`src/rtl/uart_pkg.sv`:
```
`default_nettype none
// ============================================================================
// Module      : uart_pkg
// Description : Shared UART definitions: FSM state encoding and the
//               clock-per-bit / half-bit divisor helpers used by uart_rx and
//               uart_tx.
// Revision    : 1.0 - initial release
// ============================================================================
package uart_pkg;

  // Receiver FSM state type; explicit 3-bit encoding kept stable so that
  // legacy tools and waveform viewers decode it the same way everywhere.
  typedef logic [2:0] uart_state_t;

  localparam uart_state_t ST_IDLE   = 3'd0;
  localparam uart_state_t ST_START  = 3'd1;
  localparam uart_state_t ST_DATA   = 3'd2;
  localparam uart_state_t ST_PARITY = 3'd3;
  localparam uart_state_t ST_STOP   = 3'd4;

  // Number of system clocks per serial bit (integer division).
  function automatic int unsigned clks_per_bit(input int unsigned clk_freq,
                                               input int unsigned baud);
    return clk_freq / baud;
  endfunction

  // Clocks from a start-bit edge to the centre of the start bit.
  function automatic int unsigned half_bit(input int unsigned clk_freq,
                                           input int unsigned baud);
    return clks_per_bit(clk_freq, baud) / 2;
  endfunction

endpackage
`default_nettype wire

```
`src/rtl/sync_2ff.sv`:
```
`default_nettype none
// ============================================================================
// Module      : sync_2ff
// Description : 1-bit two-flop synchronizer for an asynchronous input.
//               Both stages reset to 1 (idle level of a UART line).
// Revision    : 1.0 - initial release
// ============================================================================
module sync_2ff (
  input  logic clk,
  input  logic rst,
  input  logic d,
  output logic q
);

  logic r_meta;

  // Two back-to-back flops; the first may go metastable, the second is used.
  always_ff @(posedge clk) begin
    if (!rst) begin
      r_meta <= 1'b1;
      q      <= 1'b1;
    end else begin
      r_meta <= d;
      q      <= r_meta;
    end
  end

endmodule
`default_nettype wire

```
`src/rtl/uart_rx.sv`:
```
`default_nettype none
// ============================================================================
// Module      : uart_rx
// Description : UART receiver, 8 data bits LSB first, 1 stop bit. Samples
//               each bit at its centre, holds the last byte until read and
//               flags framing errors and overruns.
//               Optional macro UART_RX_PARITY_EN adds one even-parity bit
//               after bit 7 (8E1); a parity mismatch is reported exactly like
//               a bad stop bit.
// Revision    : 1.0 - initial release
// ============================================================================
module uart_rx
  import uart_pkg::*;
#(
  parameter int unsigned CLK_FREQ = 100000000,
  parameter int unsigned BAUD     = 115200
) (
  input  logic       clk,
  input  logic       rst,
  input  logic       din,
  input  logic       rd_en,
  output logic [7:0] data_out,
  output logic       valid,
  output logic       frame_err,
  output logic       overrun,
  output logic       busy
);

  // CLKS_PER_BIT must be at least 2 so that HALF is non-zero.
  localparam int unsigned CLKS_PER_BIT = clks_per_bit(CLK_FREQ, BAUD);
  localparam int unsigned HALF         = half_bit(CLK_FREQ, BAUD);
  localparam int          CNT_W        = $clog2(CLKS_PER_BIT + 1);

  localparam logic [CNT_W-1:0] BIT_LAST  = CNT_W'(CLKS_PER_BIT - 1);
  localparam logic [CNT_W-1:0] HALF_LAST = CNT_W'(HALF - 1);
  localparam logic [CNT_W-1:0] CNT_ONE   = CNT_W'(1);

  uart_state_t      r_state;
  logic [CNT_W-1:0] r_cnt;
  logic [2:0]       r_bit_idx;
  logic [7:0]       r_shift;
  logic             r_sync_prev;
  logic             w_sync;
  logic             w_fall;
  logic             w_half_done;
  logic             w_bit_done;
  logic             w_stop_ok;

  sync_2ff u_sync (
    .clk (clk),
    .rst (rst),
    .d   (din),
    .q   (w_sync)
  );

  assign w_fall      = r_sync_prev & ~w_sync;
  assign w_half_done = (r_cnt == HALF_LAST);
  assign w_bit_done  = (r_cnt == BIT_LAST);
  assign busy        = (r_state != ST_IDLE);

`ifdef UART_RX_PARITY_EN
  logic r_par_ok;
  assign w_stop_ok = w_sync & r_par_ok;
`else
  assign w_stop_ok = w_sync;
`endif

  // Previous synchronized level for start-edge detection; a line held low
  // after a framing error never produces a new falling edge.
  always_ff @(posedge clk) begin
    if (!rst) begin
      r_sync_prev <= 1'b1;
    end else begin
      r_sync_prev <= w_sync;
    end
  end

  // Receive FSM, bit timing, shift register and the output/status flags.
  always_ff @(posedge clk) begin
    if (!rst) begin
      r_state   <= ST_IDLE;
      r_cnt     <= '0;
      r_bit_idx <= 3'd0;
      r_shift   <= 8'h00;
      data_out  <= 8'h00;
      valid     <= 1'b0;
      frame_err <= 1'b0;
      overrun   <= 1'b0;
`ifdef UART_RX_PARITY_EN
      r_par_ok  <= 1'b1;
`endif
    end else begin
      frame_err <= 1'b0;
      // A read clears valid; a byte accepted in the same cycle overrides it.
      if (rd_en) begin
        valid <= 1'b0;
      end

      case (r_state)
        ST_IDLE: begin
          r_cnt     <= '0;
          r_bit_idx <= 3'd0;
          if (w_fall) begin
            r_state <= ST_START;
          end
        end

        ST_START: begin
          if (w_half_done) begin
            r_cnt   <= '0;
            // Line back high at the start-bit centre is a glitch.
            r_state <= w_sync ? ST_IDLE : ST_DATA;
          end else begin
            r_cnt <= r_cnt + CNT_ONE;
          end
        end

        ST_DATA: begin
          if (w_bit_done) begin
            r_cnt     <= '0;
            r_shift   <= {w_sync, r_shift[7:1]};
            r_bit_idx <= r_bit_idx + 3'd1;
            if (r_bit_idx == 3'd7) begin
`ifdef UART_RX_PARITY_EN
              r_state <= ST_PARITY;
`else
              r_state <= ST_STOP;
`endif
            end
          end else begin
            r_cnt <= r_cnt + CNT_ONE;
          end
        end

`ifdef UART_RX_PARITY_EN
        ST_PARITY: begin
          if (w_bit_done) begin
            r_cnt    <= '0;
            // Even parity: data bits plus parity bit hold an even count of ones.
            r_par_ok <= ~(^{r_shift, w_sync});
            r_state  <= ST_STOP;
          end else begin
            r_cnt <= r_cnt + CNT_ONE;
          end
        end
`endif

        ST_STOP: begin
          if (w_bit_done) begin
            r_cnt   <= '0;
            r_state <= ST_IDLE;
            if (w_stop_ok) begin
              data_out <= r_shift;
              valid    <= 1'b1;
              if (valid && !rd_en) begin
                overrun <= 1'b1;
              end
            end else begin
              frame_err <= 1'b1;
            end
          end else begin
            r_cnt <= r_cnt + CNT_ONE;
          end
        end

        default: begin
          r_state <= ST_IDLE;
          r_cnt   <= '0;
        end
      endcase
    end
  end

endmodule
`default_nettype wire

```
`config.mk`:
```
export PLATFORM = sky130hd
export DESIGN_NAME = uart_rx
export DESIGN_NICKNAME = d
export VERILOG_FILES = /design/src/rtl/uart_pkg.sv /design/src/rtl/sync_2ff.sv /design/src/rtl/uart_rx.sv
export SDC_FILE = /design/constraint.sdc
export NUM_CORES = 1
export LEC_CHECK = 0
export BUFFER_PORTS_ARGS = -buffer_cell sky130_fd_sc_hd__buf_2
export CAP_MARGIN = 30
export CORE_ASPECT_RATIO = 0.9
export CORE_MARGIN = 5
export CORE_UTILIZATION = 57
export DETAILED_ROUTE_END_ITERATION = 8
export PLACE_DENSITY = 0.77
export SETUP_SLACK_MARGIN = 0.1
export SLEW_MARGIN = 15
export SYNTH_ARGS = -nofsm -noshare
export SYNTH_HDL_FRONTEND = slang
export SYNTH_SLANG_ARGS = --single-unit
```
`constraint.sdc`:
```
create_clock -name clk -period 2.13 [get_ports clk]
set_clock_uncertainty 0.15 [all_clocks]
set_input_delay 0.1065 -clock clk [delete_from_list [all_inputs] [get_ports clk]]
set_output_delay 0.1065 -clock clk [all_outputs]
set_load 0.01 [all_outputs]
```
==> flow_metrics.py <==
metrics = {
    "hold_path": {
        "min_path_cells": 2,
        "holdPathEnd": "u_sync.q",
        "worstHoldStart": "rst",
        "hold_path_class": "in -> reg",
    },
    "pwr": {
        "peakVddDrop_mv": 0.393,
        "leakage_nw": 0.670,
        "power.density_nw_per_um2": 623,
    },
    "global_routing": {
        "antenna_found_initial": 0,
        "grt_overflow": 0,
        "grt_pass1_vias": 1168,
        "grt_max_degree": 50,
        "grt_usage_pct": 16.6,
        "grt_pass1_wl_um": 5100,
    },
    "detailed_routing": {
        "ant_nets": 0,
        "via_per_inst": 5.43,
        "routed-via-count": 1275,
        "totalWireLength_um": 3090,
        "drc": 0,
        "drtPass1Iterations": 4,
        "drt_iter0_markers": 103,
        "wire_per_inst_um": 13.1,
    },
    "critical_path": {
        "worstSetupPathType": "reg -> reg",
        "reg2reg_depth": 5,
        "start_kind": "flip-flop",
        "rr_startpoint": "r_cnt[0]",
        "crit_fanout": 5,
        "critical_path_arrival_ns": 2.00,
        "timing.rr.end": "r_bit_idx[0]",
        "worstPathRequired_ns": 2.23,
        "cp-end-kind": "flip-flop",
        "regToRegSetupSlack_ns": 0.22,
    },
    "sta": {
        "rsz0062_at_grt": "true",
        "finalSetupViolCount": 0,
        "finalCritPeriodShare_pct": 89.5,
        "setup-tns-final_ns": 0,
        "maxSlewViolCount": 0,
        "tightest_slew_ns": 0.738,
        "finalHoldViolations": 0,
        "max_slew_margin_pct": 50.8,
        "fmax_mhz": 525,
        "min_period_ns": 1.91,
    },
    "synthesis": {
        "yosysUniqueCellTypes": 39,
        "synth.net_count": 186,
        "netlist_instances": 178,
        "synth_flop_cell": "dfxtp_1",
        "syn-cell-area_um2": 1660,
        "synth_area_leaders": "dfxtp_1 46%, nand3_1 6.7%, xnor2_1 4.2%",
        "yosysTopAreaCellShare_pct": 46.0,
        "synth_edf_count": 0,
        "synth_seq_cells": 38,
        "ys.warnings.count": 0,
        "async_flop_share_pct": 0,
        "yosys.area.top_type": "dfxtp_1",
        "ys_seq_area_share_pct": 46.0,
        "syn_area_per_cell_um2": 9.30,
    },
    "cts": {
        "clk_pin_slew_ns": 0.10,
        "htreeDepth": 2,
        "cts_sinks": 38,
        "cts_buffers": 5,
        "root_buffer": "clkbuf_4",
        "insertion_delay_ns": 0.34,
        "cts_tree": "built",
        "clock_path_buffers": 2,
    },
    "cells_and_area": {
        "multiInputGateArea_um2": 832,
        "n_fill_cell": 227,
        "layout-drive-gt1-share_pct": 19.0,
        "final_util_pct": 67.1,
        "diodes": 0,
        "seqCellArea_um2": 761,
        "fin_nets": 202,
        "syn_to_final_growth_pct": 12.3,
    },
    "placed_design": {
        "hpwl_um": 2120,
        "gp_congestion": 0.883,
        "port_buffers": 15,
    },
    "floorplan": {
        "rows": 18,
        "fp.dieW_um": 66.8,
        "start_util_pct": 59.8,
        "ios": 16,
        "die_h_um": 61.1,
        "coreArea_um2": 2770,
        "dieArea_um2": 4080,
    },
    "run": {
        "drv_cap": 0,
    },
    "run_status": {
        "status": "finished clean",
    },
}
[cells by family (layout without fill, tap and decap cells)]
group,count (synthesis),in the layout,share of synthesized area (%)
XOR/XNOR,9,9,4.76
AND/OR/NAND/NOR,84,84,30.7
buffers and inverters,16,33,4.31
flip-flops,38,38,46.0
multiplexers,1,1,0.907
adder cells (fa/ha/maj),4,4,3.02
AO/OA/AOI/OAI,26,26,10.4
[synthesized netlist by cell type, types with 3 or more instances]
cell	instances
nand2_1	16
ha_1	4
o21ai_1	8
inv_1	3
clkbuf_1	4
dfxtp_1	38
xnor2_1	8
nand3_1	22
nand2b_1	5
nor3b_1	9
nand4_1	6
buf_2	6
o21ai_0	11
nor2_1	9
[worst max path at each step]
stage	slack, ns	to	start	cells past startpoint
floorplan	0.45	data_out[0]	r_cnt[0]	6
global placement	0.29	data_out[1]	r_cnt[0]	5
detailed placement	0.20	data_out[2]	r_cnt[0]	5
finish	0.22	r_bit_idx[0]	r_cnt[0]	5
CTS	0.19	data_out[2]	r_cnt[0]	5
global route	0.07	r_shift[1]	r_cnt[0]	6
[critical path, cell delays in order, from the launching register on]
cell and delay (ns):
dfxtp_1 0.41, ha_1 0.26, and4bb_4 0.32, nand4_1 0.21
and3_1 0.28, o21a_1 0.18
[metal layers]
| layer | track usage [%] | vias up | part of all wire [%] |
|---|---|---|---|
| met3 | 4.56 | 7 | 4.5 |
| met2 | 25.7 | 27 | 46 |
| met4 | 8.99 | 0 | 2.0 |
| met1 | 21.3 | 587 | 47 |
| li1 | - | 654 | - |
| met5 | 0 | - | 0 |
[repair_timing]
action,in CTS,in global routing
buffers inserted,0,1
hold endpoints to repair,2,0
gates resized for setup,0,1
setup endpoints to repair,0,17
hold buffers,2,0
[where the power goes]
part           total (W)  switching [W]  internal [W]
Clock           0.000387       0.000227      0.000160
Combinational  0.0000504      0.0000259     0.0000245
Sequential      0.000721     0.00000642      0.000715
Total            0.00116       0.000259      0.000899
[through the flow]
stage / hold slack [ns] / cells / total power [W] / instance area [µm²] / worst slack, ns
after floorplan: 0.0522 / 178 / 0.000768 / 1660 / 0.455
after global placement: 0.139 / 224 / 0.000775 / 1750 / 0.287
after detailed placement: 0.154 / 224 / 0.000777 / 1750 / 0.204
after CTS: 0.134 / 234 / 0.00116 / 1830 / 0.191
after global routing: 0.174 / 235 / 0.00120 / 1860 / 0.0699
final: 0.143 / 235 / 0.00116 / 1860 / 0.224
[cell type report]
type | count | share of cell area (%)
multi-input cells | 124 | 44.8
flip-flops and latches | 38 | 40.9
repair buffers | 22 | 7.81
clock buffers | 7 | 2.96
well taps | 40 | 2.69
inverters | 3 | 0.606
clock inverters | 1 | 0.269
[layout by cell type (no fill, tap or decap), types with 2 or more instances in the layout]
cell,netlist,routed
nand4_1,6,6
dlygate4sd3_1,0,2
dfxtp_1,38,38
clkbuf_4,0,5
nand3_1,22,22
o21a_1,2,2
nor3b_1,9,9
nand3b_1,2,2
nand2b_1,5,5
o21ai_1,8,8
o21ai_0,11,11
nand2_1,16,16
inv_1,3,3
nor2_1,9,9
buf_4,1,4
buf_2,6,15
or3_1,2,2
ha_1,4,4
xnor2_1,8,8
[state kept, by name, indices dropped and copies added (netlist names)]
register and flops:
data_out 8, r_cnt 10, u_sync.q 1, r_state 3, u_sync.r_meta 1, r_shift 8, overrun 1, r_sync_prev 1
frame_err 1, r_bit_idx 3, valid 1
No activity file was read; power rests on OpenSTA's default activity.
